<file path="src/rtl/tail_lights_pkg.sv">
// Shared types and lamp masks for the dimmed tail-light controller.
// Optional hazard flash is enabled by defining HAZARD_EN.
package tail_lights_pkg;

  typedef enum logic [2:0] {
    IDLE = 3'd0,
    L1   = 3'd1,
    L2   = 3'd2,
    L3   = 3'd3,
    R1   = 3'd4,
    R2   = 3'd5,
    R3   = 3'd6,
    HAZ  = 3'd7
  } state_t;

  localparam int N_LAMPS = 6;
  localparam int LA_IDX  = 3;
  localparam int RA_IDX  = 2;

  // Left side sweeps toward the MSB, right side toward the LSB.
  localparam logic [N_LAMPS-1:0] MASK_IDLE = 6'b000000;
  localparam logic [N_LAMPS-1:0] MASK_L1   = 6'b000001 << LA_IDX;
  localparam logic [N_LAMPS-1:0] MASK_L2   = 6'b000011 << LA_IDX;
  localparam logic [N_LAMPS-1:0] MASK_L3   = 6'b000111 << LA_IDX;
  localparam logic [N_LAMPS-1:0] MASK_R1   = 6'b000100 >> (2 - RA_IDX);
  localparam logic [N_LAMPS-1:0] MASK_R2   = 6'b000110 >> (2 - RA_IDX);
  localparam logic [N_LAMPS-1:0] MASK_R3   = 6'b000111 >> (2 - RA_IDX);
  localparam logic [N_LAMPS-1:0] MASK_HAZ  = 6'b111111;

  function automatic logic [N_LAMPS-1:0] on_mask(input state_t s);
    logic [N_LAMPS-1:0] m;
    m = MASK_IDLE;
    case (s)
      L1:      m = MASK_L1;
      L2:      m = MASK_L2;
      L3:      m = MASK_L3;
      R1:      m = MASK_R1;
      R2:      m = MASK_R2;
      R3:      m = MASK_R3;
      HAZ:     m = MASK_HAZ;
      default: m = MASK_IDLE;
    endcase
    return m;
  endfunction

endpackage

</file>
<file path="src/rtl/tail_lights_timebase.sv">
// Step divider and PWM counter: produces a one-cycle step tick and the
// shared dim-glow enable for all unlit lamps.
module tail_lights_timebase #(
  parameter int STEP_DIV   = 50_000_000,
  parameter int PWM_PERIOD = 16,
  parameter int DIM_DUTY   = 2
) (
  input  logic i_clk,
  input  logic i_rst_n,
  output logic o_tick,
  output logic o_dim
);

  localparam int DW = (STEP_DIV   > 1) ? $clog2(STEP_DIV)   : 1;
  localparam int PW = (PWM_PERIOD > 1) ? $clog2(PWM_PERIOD) : 1;
  localparam logic [DW-1:0] DIV_LAST = DW'(STEP_DIV - 1);
  localparam logic [PW-1:0] PWM_LAST = PW'(PWM_PERIOD - 1);

  logic [DW-1:0] r_div_cnt;
  logic [PW-1:0] r_pwm_cnt;

  always_ff @(posedge i_clk or negedge i_rst_n) begin
    if (!i_rst_n) begin
      r_div_cnt <= '0;
      r_pwm_cnt <= '0;
    end else begin
      r_div_cnt <= (r_div_cnt == DIV_LAST) ? '0 : r_div_cnt + DW'(1);
      r_pwm_cnt <= (r_pwm_cnt == PWM_LAST) ? '0 : r_pwm_cnt + PW'(1);
    end
  end

  assign o_tick = (r_div_cnt == DIV_LAST);

  // Degenerate duties are resolved at elaboration so the compare never saturates.
  generate
    if (DIM_DUTY >= PWM_PERIOD) begin : g_dim_full
      assign o_dim = 1'b1;
    end else if (DIM_DUTY <= 0) begin : g_dim_off
      assign o_dim = 1'b0;
    end else begin : g_dim_pwm
      localparam logic [PW-1:0] DUTY = PW'(DIM_DUTY);
      assign o_dim = (r_pwm_cnt < DUTY);
    end
  endgenerate

endmodule

</file>
<file path="src/rtl/dimmed_tail_lights.sv">
// Thunderbird-style sequential turn signal with PWM-dimmed idle lamps.
// Define HAZARD_EN to make left&right in IDLE flash all six lamps.
module dimmed_tail_lights
  import tail_lights_pkg::*;
#(
  parameter int STEP_DIV   = 50_000_000,
  parameter int PWM_PERIOD = 16,
  parameter int DIM_DUTY   = 2
) (
  input  logic                clk,
  input  logic                reset,
  input  logic                left,
  input  logic                right,
  output logic [N_LAMPS-1:0]  light
);

  state_t             r_state;
  state_t             w_next;
  logic               w_tick;
  logic               w_dim;
  logic [N_LAMPS-1:0] w_mask;
  logic [N_LAMPS-1:0] w_light_d;
  logic [N_LAMPS-1:0] r_light;

  tail_lights_timebase #(
    .STEP_DIV   (STEP_DIV),
    .PWM_PERIOD (PWM_PERIOD),
    .DIM_DUTY   (DIM_DUTY)
  ) u_timebase (
    .i_clk   (clk),
    .i_rst_n (reset),
    .o_tick  (w_tick),
    .o_dim   (w_dim)
  );

  always_ff @(posedge clk or negedge reset) begin
    if (!reset) r_state <= IDLE;
    else        r_state <= w_next;
  end

  // Requests are only sampled in IDLE, so a started sweep always finishes.
  always_comb begin
    w_next = r_state;
    if (w_tick) begin
      case (r_state)
        IDLE: begin
          if (left && !right)      w_next = L1;
          else if (right && !left) w_next = R1;
`ifdef HAZARD_EN
          else if (left && right)  w_next = HAZ;
`endif
        end
        L1:      w_next = L2;
        L2:      w_next = L3;
        L3:      w_next = IDLE;
        R1:      w_next = R2;
        R2:      w_next = R3;
        R3:      w_next = IDLE;
        default: w_next = IDLE;
      endcase
    end
  end

  always_comb begin
    w_mask    = on_mask(r_state);
    w_light_d = w_mask | ({N_LAMPS{w_dim}} & ~w_mask);
  end

  always_ff @(posedge clk or negedge reset) begin
    if (!reset) r_light <= '0;
    else        r_light <= w_light_d;
  end

  assign light = r_light;

endmodule

</file>
<file path="config.mk">
export PLATFORM = sky130hd
export DESIGN_NAME = dimmed_tail_lights
export DESIGN_NICKNAME = d
export VERILOG_FILES = /design/src/rtl/tail_lights_pkg.sv /design/src/rtl/tail_lights_timebase.sv /design/src/rtl/dimmed_tail_lights.sv
export SDC_FILE = /design/constraint.sdc
export NUM_CORES = 1
export LEC_CHECK = 0
export ABC_AREA = 0
export BUFFER_PORTS_ARGS = -buffer_cell sky130_fd_sc_hd__buf_4
export CAP_MARGIN = 30
export CELL_PAD_IN_SITES_DETAIL_PLACEMENT = 0
export CELL_PAD_IN_SITES_GLOBAL_PLACEMENT = 1
export CORE_ASPECT_RATIO = 1.4
export CORE_UTILIZATION = 40
export DETAILED_ROUTE_END_ITERATION = 6
export PLACE_DENSITY_LB_ADDON = 0.1
export SYNTH_ARGS = -nofsm -noshare
export SYNTH_HDL_FRONTEND = slang
export SYNTH_SLANG_ARGS = --single-unit
</file>
<file path="constraint.sdc">
create_clock -name clk -period 1.92 [get_ports clk]
set_clock_uncertainty 0.15 [all_clocks]
set_input_delay 0.384 -clock clk [delete_from_list [all_inputs] [get_ports clk]]
set_output_delay 0.384 -clock clk [all_outputs]
set_load 0.05 [all_outputs]
</file>
Yosys cells after proc, flatten, opt, wreduce, memory -nomap -nowiden
Index checks and enable logic that the tools add are counted.
W data, S select, Z words.

word-level totals
  word-level logic and storage cells = 32
  input port bits = 4
  output and inout bits = 6
  bits in registers = 39

cells by class
  eq/ne operators = 10
  $add $sub $neg = 2
  muxes and demuxes = 6
  magnitude comparators = 1
  reductions and logical operators = 6
  bitwise operators = 3

operators with widths
  cell                     count
  $pmux W6 S7              1
  $add A26 B1 Y26 const B  1
  $eq A26 B26 Y1 const B   1
  $mux W26                 1
  $pmux W3 S5              1
  $eq A3 B3 Y1 const B     4
  $and A6 B6 Y6            1
  $eq A3 B2 Y1 const B     2
  $mux W3                  2
  $not A6 Y6               1
  $or A6 B6 Y6             1
  $add A4 B1 Y4 const B    1
  $eq A4 B4 Y1 const B     1
  $lt A4 B2 Y1 const B     1
  $mux W4                  1
  $eq A3 B1 Y1 const B     1
  $logic_not A3 Y1         1
  $ne A3 B3 Y1 const B     1
  $logic_and A1 B1 Y1      2
  $logic_not A1 Y1         2
  $reduce_and A2 Y1        1

Depth between registers and ports, before layout
  depth in word-level cells = 5
  depth in mapped cells = 6
  depth with buffers taken out = 6

Hierarchy
From an unflattened synthesis, not the netlist that was laid out.

unflattened totals
  cells, all modules = 186
  area, all modules = 1,958.1 um^2

modules (own cells, without submodules)
  module                area each (um^2)  instances  cells an instance  seq. area each (um^2)
  tail_lights_timebase  1,575.3           1          149                750.7
  dimmed_tail_lights    382.9             1          37                 225.2

Least setup slack after synthesis
OpenSTA, ideal clock, no wires.

  kind = register to register
  from = register u_timebase.r_div_cnt[0]
  to = register r_state[0]
  setup slack = 17 ps
  library setup time = 125 ps
  clock period less this slack = 1,903 ps
  arrival time = 1,628 ps
  path buffers = 0
  stages on the path, launching flop included = 6
  data required time = 1,645 ps
  cell sequence = dfrtp_1 -> ha_1 -> and3_1 -> nand4_1 -> nor2_2 -> mux2_2

on the way
  longest elaborated chain between the ends = 2

ends and longest elaborated chain
  item                                line                        RTL
  start: declaration                  tail_lights_timebase.sv:19  logic [DW-1:0] r_div_cnt;
  start signal: assignment            tail_lights_timebase.sv:27  r_div_cnt <= (r_div_cnt == DIV_LAST) ? '0 : r_div_cnt + DW'(1);
  $eq A26 B26 Y1                      tail_lights_timebase.sv:32  assign o_tick = (r_div_cnt == DIV_LAST);
  $reduce_and A2 Y1 (no source line)  --
  end signal: assignment              dimmed_tail_lights.sv:38    else r_state <= w_next;
  end: declaration                    dimmed_tail_lights.sv:17    state_t r_state;

Every way passes these cells.
A chain may end at the register's enable or synchronous reset.

Worst setup path after layout
  from = register u_timebase.r_div_cnt[9]
  to = register u_timebase.r_div_cnt[17]

on the way
  longest elaborated chain between the ends = 2
  elaborated cells between the ends (all ways) = 3
  those cells by class = 1 x add/sub; 1 x eq/ne; 1 x mux

ends and longest elaborated chain
  item                                                      line
  $add A26 B1 Y26 / $eq A26 B26 Y1 (equally long branches)  tail_lights_timebase.sv:27
  $mux W26 *                                                tail_lights_timebase.sv:27

Every way passes the cells marked *; elsewhere a longest branch is shown, timed or not.

==> impl_results.md <==
- Yosys cell types: 39
- Final hold slack: 350 ps
- Dpl hpwl: approximately 3100 um
- Die W: 60.1 um
- Largest net degree at the start of global routing: 40
- CP arrival: 1910 ps
- Syn nets: 195
- Initial Util: about two fifths
- Worst skew pair latency: 290 ps
- Fillers: approximately 460
- Clock Tree Buf Depth: 2
- Ys async rst share: 100%
- Fin crit period: between 1500 and 2000 ps
- Tcrit/Tclk final: 96.3%
- Share of cells above drive strength 1: 23.8%
- Drc violations: 0
- Post-Syn Area: 0.00189 sq mm
- TritonCTS Sinks: 39
- CTS buffer count: 5
- Prevailing post-synth register cell: dfrtp_1
- CTS tree: done
- Syn_area_per_cell: ~10 sq um
- Total congestion overflow: 0
- RR Startpoint: u_timebase.r_div_cnt[9]$_DFF_PN0_
- Startpoint types: flop
- PD cells: 676 mW/mm^2
- Max Freq: ~540 MHz
- N_diodes: 0
- Most frequent cells in the layout: dfrtp_1, buf_4, nand2_1
- Crit-path cells: nand4_2, or4_4, or3_1, a21oi_1
- Vias in the first global route: about 1,600
- Leakage: 1.00 nW
- Max_slew headroom: 67.0%
- Post-Synthesis Cells: ~190
- Final Hold Viols: 0
- H-Tree Depth: 2
- DR iter-0 viols: between 40 and 50
- Core Region: 0.00454 sq mm
- Synth Register Bits: 39
- Rows: 29
- Layout Area Growth over Synthesis: 22.8%
- WL/cell: roughly 15 um
- Worst Setup End Kind: flop
- Hold WC Path Type: flop to flop
- Worst Tran Pin Value: 495 ps
- Antenna viol nets, final: 0
- CP Data Required Time: between 1500 and 2000 ps
- Warnings from Yosys: 0
- Commonest non-fill, non-tap cell in the layout: dfrtp_1
- Clock transition at path regs: around 80 ps
- Slew Viols, Final: 0
- Root Driver: clkbuf_8
- Setup crit start: u_timebase.r_div_cnt[9]$_DFF_PN0_
- Total chip power: 0.00157 W
- CP max stage cell: or4_4
- Total number of vias: 1,531
- Initial antenna violation count: 0
- Peak per-stage delay on the critical path: 560 ps
- Die ar.: 0.00502 sq mm
- Die height: 83.4 um
- Ports: 10
- Sequential area share after synthesis: 51.6%
- Number of enable flip-flop cells after synthesis: 0
- Routed WL: roughly 4200 um
- PortBufs: 9
- CP Class: flop to flop
- First-pass GRT wire length: 7000 um
- GPL Wtd Cong: around 0.77
- Max-cap violations: 0
- Status: finished clean
- Nets: 230
- DR pass1 iterations: 4
- Vias per cell: between 5 and 6
- # setup viols final: 0
- GRT Overall Usage: 18.7%
- Crit Path Max Fanout: 5
- Peak supply drop: 480 uV
- Hold Crit Start: u_timebase.r_pwm_cnt[0]$_DFF_PN0_
-- power by group --
part           total (W)  leakage [nW]  switching, W  internal [W]
sequential      0.000828         0.491    0.00000584      0.000823
clock           0.000707        0.0612      0.000286      0.000421
combinational  0.0000352         0.447     0.0000220     0.0000132
-- worst paths after layout --
| kind | endpoint | slack (ps) | cells after the start |
|---|---|---|---|
| max in group asynchronous | u_timebase.r_div_cnt[11]$_DFF_PN0_ | 790 | 2 |
| min in group asynchronous | u_timebase.r_div_cnt[5]$_DFF_PN0_ | 460 | 2 |
| worst max register to register | u_timebase.r_div_cnt[17]$_DFF_PN0_ | 70 | 4 |
| worst min register to register | u_timebase.r_pwm_cnt[0]$_DFF_PN0_ | 350 | 1 |
| worst min-delay path | u_timebase.r_pwm_cnt[0]$_DFF_PN0_ | 350 | 1 |
| worst max-delay path | u_timebase.r_div_cnt[17]$_DFF_PN0_ | 70 | 4 |
-- what timing repair did --
item	4_1_cts	5_1_grt
resized for setup	0	4
hold buffers	1	0
buffers inserted	0	4
hold endpoints to repair	39	0
setup endpoints to repair	0	11
-- area by class of cell --
type | count | area (sq um) | share of cell area [%]
sequential | 39 | 980 | 42.1
multi-input combinational | 134 | 862 | 37.1
timing repair buffer | 33 | 254 | 10.9
clock buffer | 6 | 82.6 | 3.55
tap | 62 | 77.6 | 3.34
clock inverter | 2 | 35.0 | 1.51
inverter | 9 | 33.8 | 1.45
-- worst max-delay path, delay by kind of cell, from the launching register on --
kind / cells / cell delay (ps)
DFF: 1 / 410
AOI/OAI and AO/OA: 1 / 150
and+or+nand+nor: 3 / 1070
-- cell families (layout without fill, tap and decap cells) --
| logic type | Yosys count | after routing | share of synthesized area [%] |
|---|---|---|---|
| buf+inv | 14 | 50 | 2.91 |
| xor+xnor | 15 | 15 | 6.94 |
| flops | 39 | 39 | 51.6 |
| mux | 2 | 2 | 1.12 |
| simple gates | 82 | 82 | 24.8 |
| compound gates | 31 | 31 | 10.0 |
| fa+ha+maj | 4 | 4 | 2.64 |
-- metal layers --
metal  share of wire, %  vias to the layer above  GRT usage (%)
met1                 40                      746           20.1
li1                   -                      747              -
met4                1.8                        0           6.77
met3                3.0                        6           4.05
met2                 55                       32           33.9
met5                  0                        -              0
-- Yosys cell counts, types with 2 or more instances --
library cell	instances	area, sq um
a211oi_1	2	15.0
a21oi_1	9	45.0
a31o_2	3	26.3
and2_1	2	12.5
and3_1	4	25.0
and4_1	4	35.0
clkbuf_1	3	11.3
dfrtp_1	39	976
ha_1	4	50.1
inv_1	9	33.8
nand2_1	15	56.3
nand3_1	9	45.0
nand3b_1	2	15.0
nand4_1	11	68.8
nand4_2	2	25.0
nor2_1	13	48.8
nor3_1	5	25.0
nor4_1	3	18.8
o21ai_0	11	55.1
or3_1	5	31.3
xnor2_1	9	78.8
xor2_1	6	52.6
-- state kept, by name, indices dropped and copies added, names as in the netlist --
register              flops
light                     6
r_state                   3
u_timebase.r_div_cnt     26
u_timebase.r_pwm_cnt      4
-- through the flow --
step | TNS (ps) | area [sq um] | util (%) | instances | worst slack (ps)
detailed placement | 0 | 2160 | 47.6 | 272 | 25.2
global placement | 0 | 2160 | 47.6 | 272 | 78.0
finish | 0 | 2320 | 51.3 | 285 | 71.5
floorplan | 0 | 1890 | - | 187 | 16.9
CTS | 0 | 2290 | 50.4 | 281 | 12.9
global route | -3.33 | 2320 | 51.3 | 285 | -3.33
(Power assumes the default switching activity.)
